`src/rtl/phoenix_vc_buffer_if.sv`:
```
`default_nettype none
// ============================================================================
// Module      : phoenix_vc_buffer_if
// Description : Link-side, switch-control and crossbar signals of the Phoenix
//               VC input buffer, grouped into one bundle.
// Revision    : 1.0 - initial release
// ============================================================================
interface phoenix_vc_buffer_if #(
   parameter int FLIT_W = 16,
   parameter int NUM_VC = 2
);
   localparam int c_VC_W = (NUM_VC > 1) ? $clog2(NUM_VC) : 1;

   logic              i_rx;
   logic [c_VC_W-1:0] i_rx_vc;
   logic [FLIT_W-1:0] i_data;
   logic [NUM_VC-1:0] o_credit;
   logic              o_h;
   logic              i_ack_h;
   logic              o_data_av;
   logic [FLIT_W-1:0] o_data;
   logic [c_VC_W-1:0] o_vc;
   logic              i_data_ack;
   logic              o_sender;
   logic [NUM_VC-1:0] o_ovf;

   modport slave (
      input  i_rx, i_rx_vc, i_data, i_ack_h, i_data_ack,
      output o_credit, o_h, o_data_av, o_data, o_vc, o_sender, o_ovf
   );

   modport master (
      output i_rx, i_rx_vc, i_data, i_ack_h, i_data_ack,
      input  o_credit, o_h, o_data_av, o_data, o_vc, o_sender, o_ovf
   );
endinterface
`default_nettype wire

```
`src/rtl/phoenix_vc_buffer.sv`:
```
`default_nettype none
// ============================================================================
// Module      : phoenix_vc_buffer
// Description : Per-VC flit FIFOs with round-robin packet arbitration that
//               streams one whole packet at a time toward the crossbar.
// Revision    : 1.0 - initial release
// ============================================================================
module phoenix_vc_buffer #(
   parameter int FLIT_W = 16,
   parameter int DEPTH  = 4,
   parameter int NUM_VC = 2
) (
   input logic                i_clk,
   input logic                i_rst,
   phoenix_vc_buffer_if.slave bus
);
   localparam int c_VC_W  = (NUM_VC > 1) ? $clog2(NUM_VC) : 1;
   localparam int c_PTR_W = $clog2(DEPTH);
   localparam int c_CNT_W = c_PTR_W + 1;

   typedef enum logic [1:0] {
      S_IDLE = 2'd0,
      S_REQ  = 2'd1,
      S_SEND = 2'd2
   } state_t;

   state_t             r_state;
   logic [c_VC_W-1:0]  r_vc;
   logic [c_VC_W-1:0]  r_rr;
   logic               r_h;
   logic               r_sender;
   logic [1:0]         r_idx;
   logic [FLIT_W-1:0]  r_rem;
   logic [FLIT_W-1:0]  r_mem    [NUM_VC][DEPTH];
   logic [c_PTR_W-1:0] r_wr_ptr [NUM_VC];
   logic [c_PTR_W-1:0] r_rd_ptr [NUM_VC];
   logic [c_CNT_W-1:0] r_count  [NUM_VC];
   logic [NUM_VC-1:0]  r_ovf;

   logic [NUM_VC-1:0]  w_full;
   logic [NUM_VC-1:0]  w_empty;
   logic [NUM_VC-1:0]  w_push;
   logic [NUM_VC-1:0]  w_pop;
   logic [NUM_VC-1:0]  w_ovf_set;
   logic [FLIT_W-1:0]  w_head;
   logic               w_data_av;
   logic               w_accept;
   logic               w_last;
   logic               w_pick_ok;
   logic [c_VC_W-1:0]  w_pick;

   assign w_head    = r_mem[r_vc][r_rd_ptr[r_vc]];
   assign w_data_av = r_sender && !w_empty[r_vc];
   assign w_accept  = w_data_av && bus.i_data_ack;
   assign w_last    = w_accept && (((r_idx == 2'd1) && (w_head == '0)) ||
                                   ((r_idx == 2'd2) && (r_rem == FLIT_W'(1))));

   // Fullness is judged on the registered count, so a pop in the same cycle
   // does not make room for an incoming flit.
   always_comb begin
      w_full    = '0;
      w_empty   = '0;
      w_push    = '0;
      w_pop     = '0;
      w_ovf_set = '0;
      for (int v = 0; v < NUM_VC; v++) begin
         w_full[v]    = (r_count[v] == c_CNT_W'(DEPTH));
         w_empty[v]   = (r_count[v] == '0);
         w_push[v]    = bus.i_rx && (int'(bus.i_rx_vc) == v) && !w_full[v];
         w_ovf_set[v] = bus.i_rx && (int'(bus.i_rx_vc) == v) && w_full[v];
         w_pop[v]     = w_accept && (int'(r_vc) == v);
      end
   end

   // Two descending passes, last write wins: lowest nonempty VC at/after the
   // RR pointer, otherwise lowest nonempty VC below it.
   always_comb begin
      w_pick_ok = 1'b0;
      w_pick    = '0;
      for (int v = NUM_VC - 1; v >= 0; v--) begin
         if (!w_empty[v] && (v < int'(r_rr))) begin
            w_pick_ok = 1'b1;
            w_pick    = c_VC_W'(v);
         end
      end
      for (int v = NUM_VC - 1; v >= 0; v--) begin
         if (!w_empty[v] && (v >= int'(r_rr))) begin
            w_pick_ok = 1'b1;
            w_pick    = c_VC_W'(v);
         end
      end
   end

   always_ff @(posedge i_clk) begin
      if (!i_rst) begin
         for (int v = 0; v < NUM_VC; v++) begin
            r_wr_ptr[v] <= '0;
            r_rd_ptr[v] <= '0;
            r_count[v]  <= '0;
         end
         r_ovf <= '0;
      end else begin
         for (int v = 0; v < NUM_VC; v++) begin
            if (w_push[v]) r_wr_ptr[v] <= r_wr_ptr[v] + c_PTR_W'(1);
            if (w_pop[v])  r_rd_ptr[v] <= r_rd_ptr[v] + c_PTR_W'(1);
            if (w_push[v] && !w_pop[v]) begin
               r_count[v] <= r_count[v] + c_CNT_W'(1);
            end else if (!w_push[v] && w_pop[v]) begin
               r_count[v] <= r_count[v] - c_CNT_W'(1);
            end
            if (w_ovf_set[v]) r_ovf[v] <= 1'b1;
         end
      end
   end

   always_ff @(posedge i_clk) begin
      for (int v = 0; v < NUM_VC; v++) begin
         if (w_push[v]) r_mem[v][r_wr_ptr[v]] <= bus.i_data;
      end
   end

   // r_idx: 0 = header next, 1 = size next, 2 = payload with r_rem left.
   always_ff @(posedge i_clk) begin
      if (!i_rst) begin
         r_state  <= S_IDLE;
         r_vc     <= '0;
         r_rr     <= '0;
         r_h      <= 1'b0;
         r_sender <= 1'b0;
         r_idx    <= 2'd0;
         r_rem    <= '0;
      end else begin
         case (r_state)
            S_IDLE: begin
               if (w_pick_ok) begin
                  r_vc    <= w_pick;
                  r_h     <= 1'b1;
                  r_state <= S_REQ;
               end
            end
            S_REQ: begin
               if (bus.i_ack_h) begin
                  r_h      <= 1'b0;
                  r_sender <= 1'b1;
                  r_idx    <= 2'd0;
                  r_state  <= S_SEND;
               end
            end
            S_SEND: begin
               if (w_last) begin
                  r_sender <= 1'b0;
                  r_state  <= S_IDLE;
                  r_rr     <= (int'(r_vc) == NUM_VC - 1) ? '0 : r_vc + c_VC_W'(1);
               end else if (w_accept) begin
                  if (r_idx == 2'd0) begin
                     r_idx <= 2'd1;
                  end else if (r_idx == 2'd1) begin
                     r_rem <= w_head;
                     r_idx <= 2'd2;
                  end else begin
                     r_rem <= r_rem - FLIT_W'(1);
                  end
               end
            end
            default: r_state <= S_IDLE;
         endcase
      end
   end

   assign bus.o_credit  = ~w_full;
   assign bus.o_h       = r_h;
   assign bus.o_data_av = w_data_av;
   assign bus.o_data    = w_head;
   assign bus.o_vc      = r_vc;
   assign bus.o_sender  = r_sender;
   assign bus.o_ovf     = r_ovf;
endmodule
`default_nettype wire

```
`src/flat_wrapper.sv`:
```
// flat-port wrapper written by rule: the top's interface ports become plain ports
module phoenix_vc_buffer_flat 
#(
   parameter int FLIT_W = 16,
   parameter int DEPTH  = 4,
   parameter int NUM_VC = 2
)
  (i_clk, i_rst, bus_i_rx, bus_i_rx_vc, bus_i_data, bus_i_ack_h, bus_i_data_ack, bus_o_credit, bus_o_h, bus_o_data_av, bus_o_data, bus_o_vc, bus_o_sender, bus_o_ovf);
  phoenix_vc_buffer_if #(.FLIT_W(FLIT_W), .NUM_VC(NUM_VC)) bus_i ();
  input logic i_clk;
  input logic i_rst;
  input wire logic [$bits(bus_i.i_rx)-1:0] bus_i_rx;
  input wire logic [$bits(bus_i.i_rx_vc)-1:0] bus_i_rx_vc;
  input wire logic [$bits(bus_i.i_data)-1:0] bus_i_data;
  input wire logic [$bits(bus_i.i_ack_h)-1:0] bus_i_ack_h;
  input wire logic [$bits(bus_i.i_data_ack)-1:0] bus_i_data_ack;
  output wire logic [$bits(bus_i.o_credit)-1:0] bus_o_credit;
  output wire logic [$bits(bus_i.o_h)-1:0] bus_o_h;
  output wire logic [$bits(bus_i.o_data_av)-1:0] bus_o_data_av;
  output wire logic [$bits(bus_i.o_data)-1:0] bus_o_data;
  output wire logic [$bits(bus_i.o_vc)-1:0] bus_o_vc;
  output wire logic [$bits(bus_i.o_sender)-1:0] bus_o_sender;
  output wire logic [$bits(bus_i.o_ovf)-1:0] bus_o_ovf;
  assign bus_i.i_rx = bus_i_rx;
  assign bus_i.i_rx_vc = bus_i_rx_vc;
  assign bus_i.i_data = bus_i_data;
  assign bus_i.i_ack_h = bus_i_ack_h;
  assign bus_i.i_data_ack = bus_i_data_ack;
  assign bus_o_credit = bus_i.o_credit;
  assign bus_o_h = bus_i.o_h;
  assign bus_o_data_av = bus_i.o_data_av;
  assign bus_o_data = bus_i.o_data;
  assign bus_o_vc = bus_i.o_vc;
  assign bus_o_sender = bus_i.o_sender;
  assign bus_o_ovf = bus_i.o_ovf;
  phoenix_vc_buffer #(.FLIT_W(FLIT_W), .DEPTH(DEPTH), .NUM_VC(NUM_VC)) u_core (.i_clk(i_clk), .i_rst(i_rst), .bus(bus_i));
endmodule
```
`config.mk`:
```
export PLATFORM = sky130hd
export DESIGN_NAME = phoenix_vc_buffer_flat
export DESIGN_NICKNAME = d
export VERILOG_FILES = /design/src/rtl/phoenix_vc_buffer_if.sv /design/src/rtl/phoenix_vc_buffer.sv /design/src/flat_wrapper.sv
export SDC_FILE = /design/constraint.sdc
export NUM_CORES = 1
export LEC_CHECK = 0
export ABC_CLOCK_PERIOD_IN_PS = 4550
export CAP_MARGIN = 15
export CORE_UTILIZATION = 64
export DETAILED_ROUTE_END_ITERATION = 8
export PLACE_DENSITY = 0.85
export SLEW_MARGIN = 30
export SYNTH_ARGS = -nofsm -noshare
export SYNTH_HDL_FRONTEND = slang
export SYNTH_SLANG_ARGS = --single-unit
```
`constraint.sdc`:
```
create_clock -name i_clk -period 4.55 [get_ports i_clk]
set_input_delay 0.6825 -clock i_clk [delete_from_list [all_inputs] [get_ports i_clk]]
set_output_delay 0.6825 -clock i_clk [all_outputs]
set_load 0.01 [all_outputs]
```
# --- Word-level counts from Yosys, hierarchy flattened ---
# Memory sizes are Yosys's and may differ from the RTL's. A register that Yosys moved wholly into a read port is not among the register bits.
# Cells that the tools add are included.
word_totals:
  mem_bits_rw: 142
  memories: 4
  reg_bits: 26
  word_cells: 181
classes:
  bitwise: 16
  magnitude_cmp: 8
  reduce_logical: 45
  add_sub_neg: 10
  eq_ne: 13
  n_mux: 76
mem_list:
  columns: ["memory", "words", "word_bits", "read_ports", "rd_clocked_by_memory_dff", "wr", "line_no", "rtl"]
  rows:
  - ["u_core.r_mem", 2, 64, 1, 1, 1, "phoenix_vc_buffer.sv:34", "logic [FLIT_W-1:0] r_mem [NUM_VC][DEPTH];"]
  - ["u_core.r_count", 2, 3, 2, 0, 2, "phoenix_vc_buffer.sv:37", "logic [c_CNT_W-1:0] r_count [NUM_VC];"]
  - ["u_core.r_rd_ptr", 2, 2, 3, 1, 2, "phoenix_vc_buffer.sv:36", "logic [c_PTR_W-1:0] r_rd_ptr [NUM_VC];"]
  - ["u_core.r_wr_ptr", 2, 2, 2, 0, 2, "phoenix_vc_buffer.sv:35", "logic [c_PTR_W-1:0] r_wr_ptr [NUM_VC];"]
ops:
  columns: ["operator", "n"]
  rows:
  - ["$mux W64", 4]
  - ["$mux W16", 5]
  - ["$demux W16 S2", 2]
  - ["$reduce_or A64 Y1", 1]
  - ["$mux W1", 44]
  - ["$bmux W16 S2", 1]
  - ["$mux W2", 12]
  - ["$logic_and A1 B1 Y1", 21]
  - ["$eq A16 B1 Y1 const B", 1]
  - ["$logic_not A16 Y1", 1]
  - ["$sub A16 B1 Y16 const B", 1]
  - ["$mux W3", 4]
  - ["$ge A3 B3 Y1 const B", 3]
  - ["$not A2 Y3", 3]
  - ["$reduce_and A3 Y1", 3]
  - ["$add A2 B1 Y2 const B", 4]
  - ["$logic_not A1 Y1", 8]
  - ["$or A1 B1 Y1", 8]
  - ["$add A3 B1 Y3 const B", 2]
  - ["$eq A3 B3 Y1 const B", 2]
  - ["$logic_not A3 Y1", 2]
  - ["$lt A3 B1 Y1 const B", 2]
  - ["$ne A2 B1 Y1 const B", 3]
  - ["$pmux W2 S3", 1]
  - ["19 further kinds", 30]

# --- Depth between registers and ports, before layout ---
logic_depth:
  ltp_word: 14
  depth_mapped: 11
  ltp_nobuf: 10

# --- Worst setup path before layout ---
# Ideal clock, no wire load.
synth_timing:
  path_type: "reg-to-reg"
  from: "memory u_core.r_rd_ptr[1][0] (netlist name)"
  to: "register u_core.r_rem[14]"
  required_time_ns: 4.458
  setup_time_ns: 0.092
  arrival_ns: 2.656
  stages_incl_launch_ff: 10
  slack_ns: 1.802
  path_cell_list: "edfxtp_1 > buf_2 > mux4_2 > mux2_4 > nor3_2 > or4b_1 > or4_1 > buf_2 > and3_1 > o32ai_1"
synth_rtl:
  columns: ["element", "line_no", "rtl"]
  rows:
  - ["from (decl)", "phoenix_vc_buffer.sv:36", null]
  - ["to (signal assigned)", "phoenix_vc_buffer.sv:158", "r_rem <= w_head;"]
  - ["to (signal assigned)", "phoenix_vc_buffer.sv:161", "r_rem <= r_rem - FLIT_W'(1);"]
  - ["to (decl)", "phoenix_vc_buffer.sv:33", "logic [FLIT_W-1:0] r_rem;"]

==> flow_results.xml <==
<?xml version="1.0" encoding="UTF-8"?>
<metrics>
  <group name="worst_setup_path">
    <metric name="crit_chain" unit="">buf_4 -&gt; mux2i_1 -&gt; o22ai_1 -&gt; nor2_1 -&gt; inv_1 -&gt; clkdlybuf4s50_1</metric>
    <metric name="setup.reg_to_reg.worst_slack" unit="ns">0.93</metric>
    <metric name="timing.critical_path.fanout_max" unit="">20</metric>
    <metric name="worstRegToRegCells" unit="">8</metric>
    <metric name="critPathKind" unit="">reg2out</metric>
    <metric name="max_stage_delay" unit="ns">0.82</metric>
    <metric name="crit_required" unit="ns">3.87</metric>
    <metric name="critical-path-slowest-cell" unit="">sky130_fd_sc_hd__edfxtp_1</metric>
    <metric name="cp_data_arrival_time" unit="ns">3.11</metric>
    <metric name="top_family_by_delay_on_critical_path" unit="">buffers and inverters</metric>
    <metric name="worst_setup_path_start_kind" unit="">flop</metric>
    <metric name="worst_setup_path_end_kind" unit="">output port</metric>
    <metric name="worst_r2r_end" unit="">u_core.r_rem[11]</metric>
    <metric name="critical_path_buf_inv_count" unit="">3</metric>
    <metric name="reg2reg_from" unit="">u_core.r_rd_ptr[0][1]</metric>
  </group>
  <group name="clock_network">
    <metric name="clk_latency_worst_skew_pair" unit="ns">0.43</metric>
    <metric name="cts-root-to-sink-buffers" unit="">2</metric>
    <metric name="cts_post_setup_buffers_inserted" unit="">0</metric>
    <metric name="cts_hold_buf" unit="">0</metric>
    <metric name="ctsHtreeMaxLevel" unit="">4</metric>
    <metric name="cts_num_sinks" unit="">169</metric>
    <metric name="post_cts_resize_count" unit="">0</metric>
    <metric name="tritoncts" unit="">done</metric>
    <metric name="clkSlewWorstSetupHoldPaths" unit="ns">0.07</metric>
    <metric name="cts-buffers-inserted" unit="">17</metric>
    <metric name="clock_tree.root_cell" unit="">sky130_fd_sc_hd__clkbuf_16</metric>
  </group>
  <group name="floorplanning">
    <metric name="row_count" unit="">39</metric>
    <metric name="die_x" unit="um">111</metric>
    <metric name="fp.dieArea" unit="mm^2">0.0123</metric>
    <metric name="io_pins" unit="">46</metric>
    <metric name="fp.dieH" unit="um">111</metric>
    <metric name="core" unit="mm^2">0.0115</metric>
    <metric name="starting_density_of_the_core" unit="%">66.1</metric>
  </group>
  <group name="timing">
    <metric name="report.final.slew_viol_count" unit="">0</metric>
    <metric name="worstMarginPinSlew" unit="ns">0.989</metric>
    <metric name="rsz0062_at_grt" unit="">false</metric>
    <metric name="finalHoldViolations" unit="">0</metric>
    <metric name="fmaxAchievable" unit="GHz">0.264</metric>
    <metric name="min_period" unit="ns">3.79</metric>
    <metric name="setup-tns-final" unit="ns">0</metric>
    <metric name="setup_violations" unit="">0</metric>
    <metric name="relSlewSlack" unit="%">34.0</metric>
    <metric name="clock_skew" unit="ns">0.00827</metric>
    <metric name="final_min_period_over_clock_period" unit="%">83.4</metric>
  </group>
  <group name="pwr">
    <metric name="power.static_leakage" unit="nW">3.15</metric>
    <metric name="power.total" unit="mW">3.78</metric>
    <metric name="peakVddDrop" unit="mV">0.575</metric>
    <metric name="powerDensity" unit="mW/mm^2">434</metric>
  </group>
  <group name="route">
    <metric name="number_of_vias_per_cell" unit="">6.44</metric>
    <metric name="total_vias_in_the_final_route" unit="">5085</metric>
    <metric name="antenna_left" unit="">0</metric>
    <metric name="first_iter_violations" unit="">650</metric>
    <metric name="drt_drc_violations_left" unit="">0</metric>
    <metric name="drtPass1Iterations" unit="">5</metric>
    <metric name="wl_per_cell" unit="um">20.9</metric>
    <metric name="wl" unit="um">16500</metric>
  </group>
  <group name="hold_path">
    <metric name="min_to" unit="">u_core.bus.o_ovf[0]</metric>
    <metric name="worstHoldPathCells" unit="">2</metric>
    <metric name="hold_path_startpoint" unit="">u_core.bus.o_ovf[0]</metric>
    <metric name="min-delay-path-class" unit="">reg2reg</metric>
  </group>
  <group name="logic_synthesis">
    <metric name="synth-main-ff-cell" unit="">sky130_fd_sc_hd__edfxtp_1</metric>
    <metric name="syn-mean-instance-area" unit="um^2">12.7</metric>
    <metric name="async_reset_ff_share" unit="%">0</metric>
    <metric name="cell_count_after_synthesis" unit="">596</metric>
    <metric name="yosys_warnings" unit="">0</metric>
    <metric name="netlist_area" unit="mm^2">0.00758</metric>
    <metric name="synth_enable_flop_cells" unit="">142</metric>
    <metric name="ys_ff_latch" unit="">169</metric>
    <metric name="synth_cell_type_count" unit="">59</metric>
    <metric name="seq_area_frac_synth" unit="%">63.4</metric>
    <metric name="synth.net_count" unit="">636</metric>
  </group>
  <group name="global_routing">
    <metric name="track_usage" unit="%">28.3</metric>
    <metric name="grt-ovfl-total" unit="">0</metric>
    <metric name="vias_in_the_first_global_route" unit="">5089</metric>
    <metric name="maximum_number_of_pins_on_one_net_before_global_route_repair" unit="">34</metric>
    <metric name="grt_first_pass_wirelength" unit="um">26300</metric>
    <metric name="antenna_found_initial" unit="">0</metric>
  </group>
  <group name="layout">
    <metric name="ff_latch_area" unit="mm^2">0.00480</metric>
    <metric name="area_taken_by_multi_input_logic_gates" unit="mm^2">0.00252</metric>
    <metric name="diodes" unit="">0</metric>
    <metric name="layout-drive-gt1-share" unit="%">8.04</metric>
    <metric name="area_growth_syn_to_layout" unit="%">14.9</metric>
    <metric name="nNetsFinal" unit="">674</metric>
    <metric name="nFillCells" unit="">685</metric>
  </group>
  <group name="placed_design">
    <metric name="place.detailed.hpwl" unit="um">10600</metric>
    <metric name="buffer_ports.inserted" unit="">45</metric>
    <metric name="gp_routability_congestion" unit="">0.885</metric>
  </group>
  <group name="run_status">
    <metric name="outcome" unit="">complete, no violations</metric>
  </group>
  <group name="flow_run">
    <metric name="max_cap_viol" unit="">0</metric>
  </group>
</metrics>
cells in the final DEF (no fill, tap or decap), drive strengths merged, types with 5 or more instances in the layout:
cell type      synthesis  final
mux2i                 62     62
clkinv                 0      5
ha                    17     17
edfxtp               142    142
and2                   9      9
nor3                  11     11
o311ai                 5      5
inv                   31     36
o31ai                  9      9
dfxtp                 27     27
nand2b                 9      9
nand2                 33     33
a21oi                 14     14
clkbuf                21     17
nor2                  59     59
buf                   13      8
o22ai                 25     25
clkdlybuf4s50          0     45
nand3                 14     14
o21ai                 28     28
worst max-delay path by stage:
stage                                  end  slack [ns]             startpoint  cells past startpoint
final                        bus_o_data[3]        0.76  u_core.r_rd_ptr[0][1]                      6
after floorplan           u_core.r_rem[14]        1.80  u_core.r_rd_ptr[1][0]                      9
after CTS                   bus_o_data[11]        0.69  u_core.r_rd_ptr[1][1]                      6
after global routing        bus_o_data[10]        0.65  u_core.r_rd_ptr[0][1]                      6
after global placement    u_core.r_rem[12]        1.16  u_core.r_rd_ptr[1][1]                      7
after detailed placement  u_core.r_rem[11]        1.01  u_core.r_rd_ptr[1][1]                      8
area by class of cell:
type / instances / area share [%]
sequential: 169 / 55.2
clock buffer: 17 / 4.89
tap: 143 / 2.06
clock inverter: 15 / 1.65
multi-input combinational: 362 / 28.9
inverter: 31 / 1.34
timing repair buffer: 53 / 5.95
synth_stat cells, types with 2 or more instances:
library cell	instances	area, um^2
sky130_fd_sc_hd__nor4_1	3	18.8
sky130_fd_sc_hd__o21ai_0	28	140
sky130_fd_sc_hd__o2111ai_1	3	26.3
sky130_fd_sc_hd__o221ai_1	2	17.5
sky130_fd_sc_hd__o32ai_1	3	26.3
sky130_fd_sc_hd__nand2_1	32	120
sky130_fd_sc_hd__dfxtp_1	27	541
sky130_fd_sc_hd__nand4_1	4	25.0
sky130_fd_sc_hd__edfxtp_1	142	4260
sky130_fd_sc_hd__o22ai_1	25	156
sky130_fd_sc_hd__o311ai_0	5	43.8
sky130_fd_sc_hd__nand3_1	14	70.1
sky130_fd_sc_hd__nand3b_1	2	15.0
sky130_fd_sc_hd__nor3b_1	3	22.5
sky130_fd_sc_hd__nor3_1	10	50.1
sky130_fd_sc_hd__mux4_2	3	67.6
sky130_fd_sc_hd__inv_1	31	116
sky130_fd_sc_hd__mux2i_1	62	621
sky130_fd_sc_hd__xnor2_1	4	35.0
sky130_fd_sc_hd__nand2b_1	9	56.3
sky130_fd_sc_hd__ha_1	17	213
sky130_fd_sc_hd__o21a_1	4	30.0
sky130_fd_sc_hd__buf_2	11	55.1
sky130_fd_sc_hd__and3_1	2	12.5
sky130_fd_sc_hd__nor2_1	59	221
sky130_fd_sc_hd__o221a_2	3	33.8
sky130_fd_sc_hd__or3_1	4	25.0
sky130_fd_sc_hd__a211oi_1	3	22.5
sky130_fd_sc_hd__clkbuf_1	21	78.8
sky130_fd_sc_hd__o22a_1	3	26.3
sky130_fd_sc_hd__o31ai_1	9	67.6
sky130_fd_sc_hd__a21oi_1	14	70.1
sky130_fd_sc_hd__and2_1	8	50.1
sequential cells by signal, indices dropped and copies added, names as in the netlist, named ones only:
| signal | flops |
|---|---|
| u_core.r_wr_ptr | 4 |
| u_core.bus.o_ovf | 2 |
| u_core.bus.o_vc | 1 |
| u_core.bus.o_sender | 1 |
| u_core.r_mem | 128 |
| u_core.r_rd_ptr | 4 |
| u_core.bus.o_h | 1 |
| u_core.r_idx | 2 |
| u_core.r_state | 2 |
| u_core.r_rem | 16 |
| u_core.r_count | 6 |
| u_core.r_rr | 1 |
cell families (layout without fill, tap and decap cells):
family	Yosys count	after routing	share of synthesized area (%)
AOI/OAI and AO/OA	113	113	9.99
adders and majority gates	18	18	3.07
and+or+nand+nor	159	159	10.0
muxes	67	67	9.43
xor gates and xnor gates	5	5	0.578
buffers and inverters	65	116	3.50
DFF	169	169	63.4
worst min-delay path, stage by stage (launching register included):
cell,delay [ns]
sky130_fd_sc_hd__dfxtp_1,0.33
sky130_fd_sc_hd__a31oi_1,0.04
sky130_fd_sc_hd__nor2_1,0.07
layer usage:
metal	vias up	global-route usage (%)	part of all wire, %
met5	-	0	0
met4	0	11.6	2.2
met3	39	5.69	5.9
met2	208	46.8	50
met1	2521	36.9	42
li1	2317	-	-
through the flow:
stage | util, % | cells | hold WS [ns] | setup slack [ns] | cell area (um^2)
after floorplan | - | 596 | 0.433 | 1.80 | 7580
after CTS | 75.7 | 789 | 0.475 | 0.693 | 8680
after global placement | 70.8 | 757 | 0.441 | 1.16 | 8120
after global routing | 75.9 | 790 | 0.503 | 0.653 | 8700
after detailed placement | 70.8 | 757 | 0.451 | 1.01 | 8120
final | 75.9 | 790 | 0.474 | 0.755 | 8700
power breakdown:
part | switching (mW) | total, mW | leakage (nW) | internal [mW]
sequential | 0.0531 | 1.80 | 1.53 | 1.75
combinational | 0.339 | 0.587 | 1.36 | 0.247
clock | 0.628 | 1.39 | 0.268 | 0.764
(Power assumes the default switching activity.)
